`src/rtl/core_pkg.sv`:
```
// Shared core encodings: scheduler phases, per-thread LSU states and LSU issuer states.
package core_pkg;

  localparam logic [2:0] CORE_IDLE    = 3'b000;
  localparam logic [2:0] CORE_FETCH   = 3'b001;
  localparam logic [2:0] CORE_DECODE  = 3'b010;
  localparam logic [2:0] CORE_REQUEST = 3'b011;
  localparam logic [2:0] CORE_WAIT    = 3'b100;
  localparam logic [2:0] CORE_EXECUTE = 3'b101;
  localparam logic [2:0] CORE_UPDATE  = 3'b110;
  localparam logic [2:0] CORE_DONE    = 3'b111;

  typedef enum logic [1:0] {
    LSU_IDLE       = 2'b00,
    LSU_REQUESTING = 2'b01,
    LSU_WAITING    = 2'b10,
    LSU_DONE       = 2'b11
  } lsu_state_t;

  typedef enum logic {
    ISSUE_IDLE = 1'b0,
    ISSUE_BUSY = 1'b1
  } issue_state_t;

endpackage

```
`src/rtl/lsu_thread_select.sv`:
```
// Lowest-index priority encoder over the mask of threads waiting to be issued.
module lsu_thread_select #(
  parameter int N  = 4,
  parameter int IW = (N > 1) ? $clog2(N) : 1
) (
  input  logic [N-1:0]  requesting,
  output logic          any,
  output logic [IW-1:0] index
);

  always_comb begin
    any   = 1'b0;
    index = '0;
    // Descending scan so the lowest set bit is the one left standing.
    for (int i = N - 1; i >= 0; i--) begin
      if (requesting[i]) begin
        any   = 1'b1;
        index = IW'(i);
      end
    end
  end

endmodule

```
`src/rtl/core_lsu.sv`:
```
// Load/store unit: captures per-thread requests on REQUEST and serialises them onto a
// single valid/ready data-memory port, lowest thread first.
module core_lsu
  import core_pkg::*;
#(
  parameter int THREADS_PER_BLOCK = 4,
  parameter int ADDR_BITS         = 8,
  parameter int DATA_BITS         = 8
) (
  input  logic                                         clk,
  input  logic                                         reset,
  input  logic [THREADS_PER_BLOCK-1:0]                 thread_enable,
  input  logic [2:0]                                   core_state,
  input  logic                                         decoded_mem_read_enable,
  input  logic                                         decoded_mem_write_enable,
  input  logic [THREADS_PER_BLOCK-1:0][DATA_BITS-1:0]  rs,
  input  logic [THREADS_PER_BLOCK-1:0][DATA_BITS-1:0]  rt,
  output logic                                         mem_valid,
  output logic                                         mem_write,
  output logic [ADDR_BITS-1:0]                         mem_addr,
  output logic [DATA_BITS-1:0]                         mem_wdata,
  input  logic                                         mem_ready,
  input  logic [DATA_BITS-1:0]                         mem_rdata,
  output logic [THREADS_PER_BLOCK-1:0][1:0]            lsu_state,
  output logic [THREADS_PER_BLOCK-1:0][DATA_BITS-1:0]  lsu_out
);

  localparam int T  = THREADS_PER_BLOCK;
  localparam int IW = (T > 1) ? $clog2(T) : 1;

  logic [T-1:0][1:0]           st_q, st_d;
  logic [T-1:0]                wr_q, wr_d;
  logic [T-1:0][ADDR_BITS-1:0] addr_q, addr_d;
  logic [T-1:0][DATA_BITS-1:0] data_q, data_d;
  logic [T-1:0][DATA_BITS-1:0] out_q, out_d;
  issue_state_t                iss_q, iss_d;
  logic [IW-1:0]               cur_q, cur_d;
  logic                        mwr_q, mwr_d;
  logic [ADDR_BITS-1:0]        maddr_q, maddr_d;
  logic [DATA_BITS-1:0]        mdata_q, mdata_d;

  logic [T-1:0]  req_mask;
  logic          sel_any;
  logic [IW-1:0] sel_idx;
  logic          capture, select, hs;
  logic          unused_rs;

  assign unused_rs = ^rs;

  always_comb begin
    for (int i = 0; i < T; i++) req_mask[i] = (st_q[i] == LSU_REQUESTING);
  end

  lsu_thread_select #(.N(T), .IW(IW)) u_sel (
    .requesting (req_mask),
    .any        (sel_any),
    .index      (sel_idx)
  );

  assign capture = (core_state == CORE_REQUEST) &&
                   (decoded_mem_read_enable || decoded_mem_write_enable);
  assign select  = (iss_q == ISSUE_IDLE) && sel_any;
  assign hs      = (iss_q == ISSUE_BUSY) && mem_ready;

  always_comb begin
    iss_d   = iss_q;
    cur_d   = cur_q;
    mwr_d   = mwr_q;
    maddr_d = maddr_q;
    mdata_d = mdata_q;
    st_d    = st_q;
    wr_d    = wr_q;
    addr_d  = addr_q;
    data_d  = data_q;
    out_d   = out_q;

    case (iss_q)
      ISSUE_IDLE: if (select) begin
        iss_d   = ISSUE_BUSY;
        cur_d   = sel_idx;
        mwr_d   = wr_q[sel_idx];
        maddr_d = addr_q[sel_idx];
        mdata_d = data_q[sel_idx];
      end
      ISSUE_BUSY: if (mem_ready) iss_d = ISSUE_IDLE;
      default:    iss_d = ISSUE_IDLE;
    endcase

    for (int i = 0; i < T; i++) begin
      case (st_q[i])
        LSU_IDLE: if (capture && thread_enable[i]) begin
          st_d[i]   = LSU_REQUESTING;
          addr_d[i] = rs[i][ADDR_BITS-1:0];
          data_d[i] = rt[i];
          // A simultaneous read+write decodes as a load.
          wr_d[i]   = decoded_mem_write_enable && !decoded_mem_read_enable;
        end
        LSU_REQUESTING: if (select && sel_idx == IW'(i)) st_d[i] = LSU_WAITING;
        LSU_WAITING: if (hs && cur_q == IW'(i)) begin
          st_d[i] = LSU_DONE;
          if (!mwr_q) out_d[i] = mem_rdata;
        end
        default: if (core_state == CORE_UPDATE) st_d[i] = LSU_IDLE;
      endcase
    end
  end

  always_ff @(posedge clk or posedge reset) begin
    if (reset) begin
      iss_q   <= ISSUE_IDLE;
      cur_q   <= '0;
      mwr_q   <= 1'b0;
      maddr_q <= '0;
      mdata_q <= '0;
      st_q    <= '0;
      wr_q    <= '0;
      addr_q  <= '0;
      data_q  <= '0;
      out_q   <= '0;
    end else begin
      iss_q   <= iss_d;
      cur_q   <= cur_d;
      mwr_q   <= mwr_d;
      maddr_q <= maddr_d;
      mdata_q <= mdata_d;
      st_q    <= st_d;
      wr_q    <= wr_d;
      addr_q  <= addr_d;
      data_q  <= data_d;
      out_q   <= out_d;
    end
  end

  assign mem_valid = (iss_q == ISSUE_BUSY);
  assign mem_write = mwr_q;
  assign mem_addr  = maddr_q;
  assign mem_wdata = mdata_q;
  assign lsu_state = st_q;
  assign lsu_out   = out_q;

endmodule

```
`config.mk`:
```
export PLATFORM = sky130hd
export DESIGN_NAME = core_lsu
export DESIGN_NICKNAME = d
export VERILOG_FILES = /design/src/rtl/core_pkg.sv /design/src/rtl/lsu_thread_select.sv /design/src/rtl/core_lsu.sv
export SDC_FILE = /design/constraint.sdc
export NUM_CORES = 1
export LEC_CHECK = 0
export CORE_MARGIN = 1.5
export CORE_UTILIZATION = 51
export CTS_CLUSTER_SIZE = 16
export DETAILED_ROUTE_END_ITERATION = 8
export PLACE_DENSITY = 0.82
export REMOVE_ABC_BUFFERS = 1
export SLEW_MARGIN = 10
export SYNTH_ARGS = -nofsm -noshare
export SYNTH_HDL_FRONTEND = slang
export SYNTH_SLANG_ARGS = --single-unit
```
`constraint.sdc`:
```
create_clock -name clk -period 8.53 [get_ports clk]
set_clock_uncertainty 0.1 [all_clocks]
set_input_delay 1.706 -clock clk [delete_from_list [all_inputs] [get_ports clk]]
set_output_delay 1.706 -clock clk [all_outputs]
set_load 0.02 [all_outputs]
```
==> impl_results.md <==
- Status: finished clean
- Clk slew on worst S/H paths: 60 ps
- GP Congestion: 0.776
- Worst setup path class: reg -> out
- Critical Path AT: 1830 ps
- Final worst slack: 4890 ps
- Synth Instances: 420
- Total of max-cap violations: 0
- Vias per inst: 5.71
- Tmin final: 3640 ps
- Synth Area in Adders: 3.52%
- Layout cells sized above 1: 11.8%
- Post-DP HPWL: 9320 microns
- Initial DRC Count: 249
- Maximum vdd drop: 0.196 mV
- Worst EP required: approximately 6700 ps
- Die area: approximately 0.012 sq mm
- CTS Hold Bufs: 0
- F_max: roughly 0.27 GHz
- Post-synthesis register bit count: 128
- Placed cell area: 0.00718 sq mm
- Cts repair resizes: 0
- Clock share of power: 21.9%
- Ports: 142
- Pleak: around 3.5 nW
- Seq pwr share: 36.8%
- Syn Std Cell Area: 0.00569 sq mm
- GRT overflow: 0
- Top cell type's share of synthesized area: a little under three fifths
- CTS tree: done
- Synthesis warning total: 0
- Delay-heaviest family, CP: buffers and inverters
- Synth top area cells: dfrtp_1 (56%), mux2_1 (15%), mux2_4 (6.3%)
- First-pass GRT wire length: 21,800 microns
- Final nets: 662
- Antenna cell count: 0
- Worst rel slew slack: 23.2%
- Clk Latency, worst-skew pair: 510 ps
- Die Ht: 109 microns
- Initial core utilization: 52.4%
- Int Power: 1.85 mW
- Overall global routing resource usage: 24.7%
- Pin count of the biggest net entering global routing: 90
- CTS sink cnt: 128
- Tot Pwr: ~2.9 mW
- Simple-Gate Fraction of Synth Area: approximately 6.7%
- Worst-Margin Slew: 1150 ps
- WP buf/inv: 1
- Register area share after synthesis: 56.3%
- Die X-Extent: around 110 microns
- Critical path peak fanout: 12
- Net Switching: about 1.1 mW
- Comb pwr share: 41.3%
- CTS H-tree depth: 4
- Post-synthesis compound-gate area fraction: between 8 and 9%
- DRT antenna net count: 0
- Xor/xnor share of the synthesized area: 0%
- Multiplexer area fraction after synthesis: 22.1%
- Area leader, netlist: dfrtp_1
- Cell Pwr Density: 381 mW/mm^2
- CORE AREA: 0.0108 sq mm
- CP peak stage delay: 710 ps
- CTS Buf Count: 17
- Row count: 38
- Setup TNS: 0 ps
- Via count: ~4.1k
- Post-CTS Setup Inserts: 0
- Post-route DRC: 0
- Pre-CTS setup slack: 4570 ps
- Crit share post-route: a little over two fifths
- Syn Area/Cell: 13.5 sq um
- RSZ-0062 raised after global routing: no
- Vias in the first global route: roughly 4.2k
- Number of port buffers: about 140
- CP max stage cell: clkdlybuf4s50_1
- Post-synthesis cell type count: between 40 and 50
- Sw Ratio: 37.1%
- Initial antenna violation count: 0
- CP Cell Sequence: clkdlybuf4s50_1
- Final-report hold violation count: 0
- CTS max path bufs: 2
- Worst R2R Path Depth: 6
- Design area: 0.00772 sq mm
- Count of final setup violators: 0
- Hold_ws: between 300 and 400 ps
- Levels on crit path: 1
- Final wirelength: 13,700 microns
- Endpoint type of the worst setup path: output port
- Main combinational cell family by area after synthesis: multiplexers
- Root buf cell: clkbuf_8
- Startpoint types: register
- Wire per inst: 19.2 microns
- Fin. max-slew vios: 0
- Hold Path Class: reg -> reg
- DRT Pass-1 Iters: 5
- Area Overhead vs Synth: 35.8%
- Worst Hold Depth: 2
[synth_stat cells]
master	count
a21o_1	1
a21oi_1	3
a21oi_2	1
a222oi_1	17
a22oi_1	1
a31oi_1	17
and4_1	1
and4b_1	1
buf_2	12
buf_6	4
clkbuf_1	4
dfrtp_1	128
ha_1	16
inv_1	14
inv_2	1
mux2_1	74
mux2_2	2
mux2_4	24
mux2i_1	4
nand2_1	24
nand2b_1	2
nand3_1	5
nand3b_1	1
nand4_1	2
nor2_1	28
nor2_2	1
nor2b_1	1
nor3_1	2
nor3b_2	1
nor4_4	1
nor4b_1	1
nor4b_4	1
o211ai_1	1
o21a_1	2
o21ai_0	2
o21ai_1	7
o21bai_1	3
o21bai_4	1
o22a_1	2
o22ai_1	1
o31ai_1	3
or3_1	3
[metal layers]
layer  up-vias  GRT usage [%]  wire length, microns
li1       1813              -                     -
met1      2062           31.5                  5610
met2       192           41.7                  6810
met3        14           5.97                  1140
met4         0           7.42                   155
met5         -              0                     0
[worst register-to-register path, stage by stage (launching register included)]
cell and delay, ps:
dfrtp_1 400, inv_1 90, ha_1 340, nor4b_4 1030, nor2b_1 240, o211ai_1 170, mux2_1 350
[cells by family after synthesis]
group,count (synthesis)
AO/OA/AOI/OAI,62
flip-flops,128
adder cells (fa/ha/maj),16
buffers and inverters,35
AND/OR/NAND/NOR,75
multiplexers,104
[final timing paths]
path                                               start                  endpoint  slack, ps
worst min register to register       wr_q[3]$_DFFE_PP0P_       wr_q[3]$_DFFE_PP0P_        380
max in group asynchronous                          reset       wr_q[1]$_DFFE_PP0P_       5410
worst max-delay path                 mem_valid$_DFF_PP0_                 mem_valid       4890
min in group asynchronous                          reset   lsu_out[18]$_DFFE_PP0P_       1470
worst max register to register  lsu_state[3]$_DFFE_PP0P_  lsu_state[6]$_DFFE_PP0P_       5700
worst min-delay path                 wr_q[3]$_DFFE_PP0P_       wr_q[3]$_DFFE_PP0P_        380
[registers in the layout, indices dropped and copies added (netlist names)]
signal / cells
wr_q: 4
lsu_out: 32
mem_wdata: 8
addr_q: 32
lsu_state: 8
data_q: 32
mem_addr: 8
mem_write: 1
cur_q: 2
mem_valid: 1
[area by class of cell]
type	count	area, sq um
sequential	128	3200
fill	765	3120
multi-input combinational	257	2320
timing repair buffer	143	1430
clock buffer	18	428
tap	140	175
clock inverter	14	110
inverter	15	58.8
[cell usage in the layout (no fill, tap or decap), types with 2 or more instances in the layout]
master	netlist	routed
inv_1	14	13
clkbuf_16	0	16
clkdlybuf4s50_1	0	141
o21bai_1	3	3
clkinv_4	0	3
mux2_2	2	2
nor3_1	2	2
mux2_1	74	74
nand2b_1	2	2
mux2i_1	4	4
nand3_1	5	5
inv_6	0	3
nand4_1	2	2
o31ai_1	3	3
a21oi_1	3	3
o22a_1	2	2
mux2_4	24	24
dfrtp_1	128	128
ha_1	16	16
o21ai_1	7	7
or3_1	3	3
a222oi_1	17	17
nor2_1	28	28
buf_4	0	2
o21ai_0	2	2
a31oi_1	17	17
o21a_1	2	2
nand2_1	24	24
clkbuf_8	0	2
clkinvlp_4	0	7
[power by group through the flow]
stage	Clock (mW)	Sequential [mW]	Combinational, mW
after floorplan	0	1.20	0.570
after CTS	0.650	1.08	1.22
after detailed placement	0	1.08	1.20
after global placement	0	1.07	1.16
after global routing	0.681	1.11	1.32
final	0.643	1.08	1.21
[metrics by stage]
| step | util [%] | cells |
|---|---|---|
| after floorplan | - | 400 |
| after global placement | 66.2 | 683 |
| after detailed placement | 66.2 | 683 |
| after CTS | 71.2 | 715 |
| after global routing | 71.2 | 715 |
| final | 71.2 | 715 |
(Power assumes the default switching activity.)
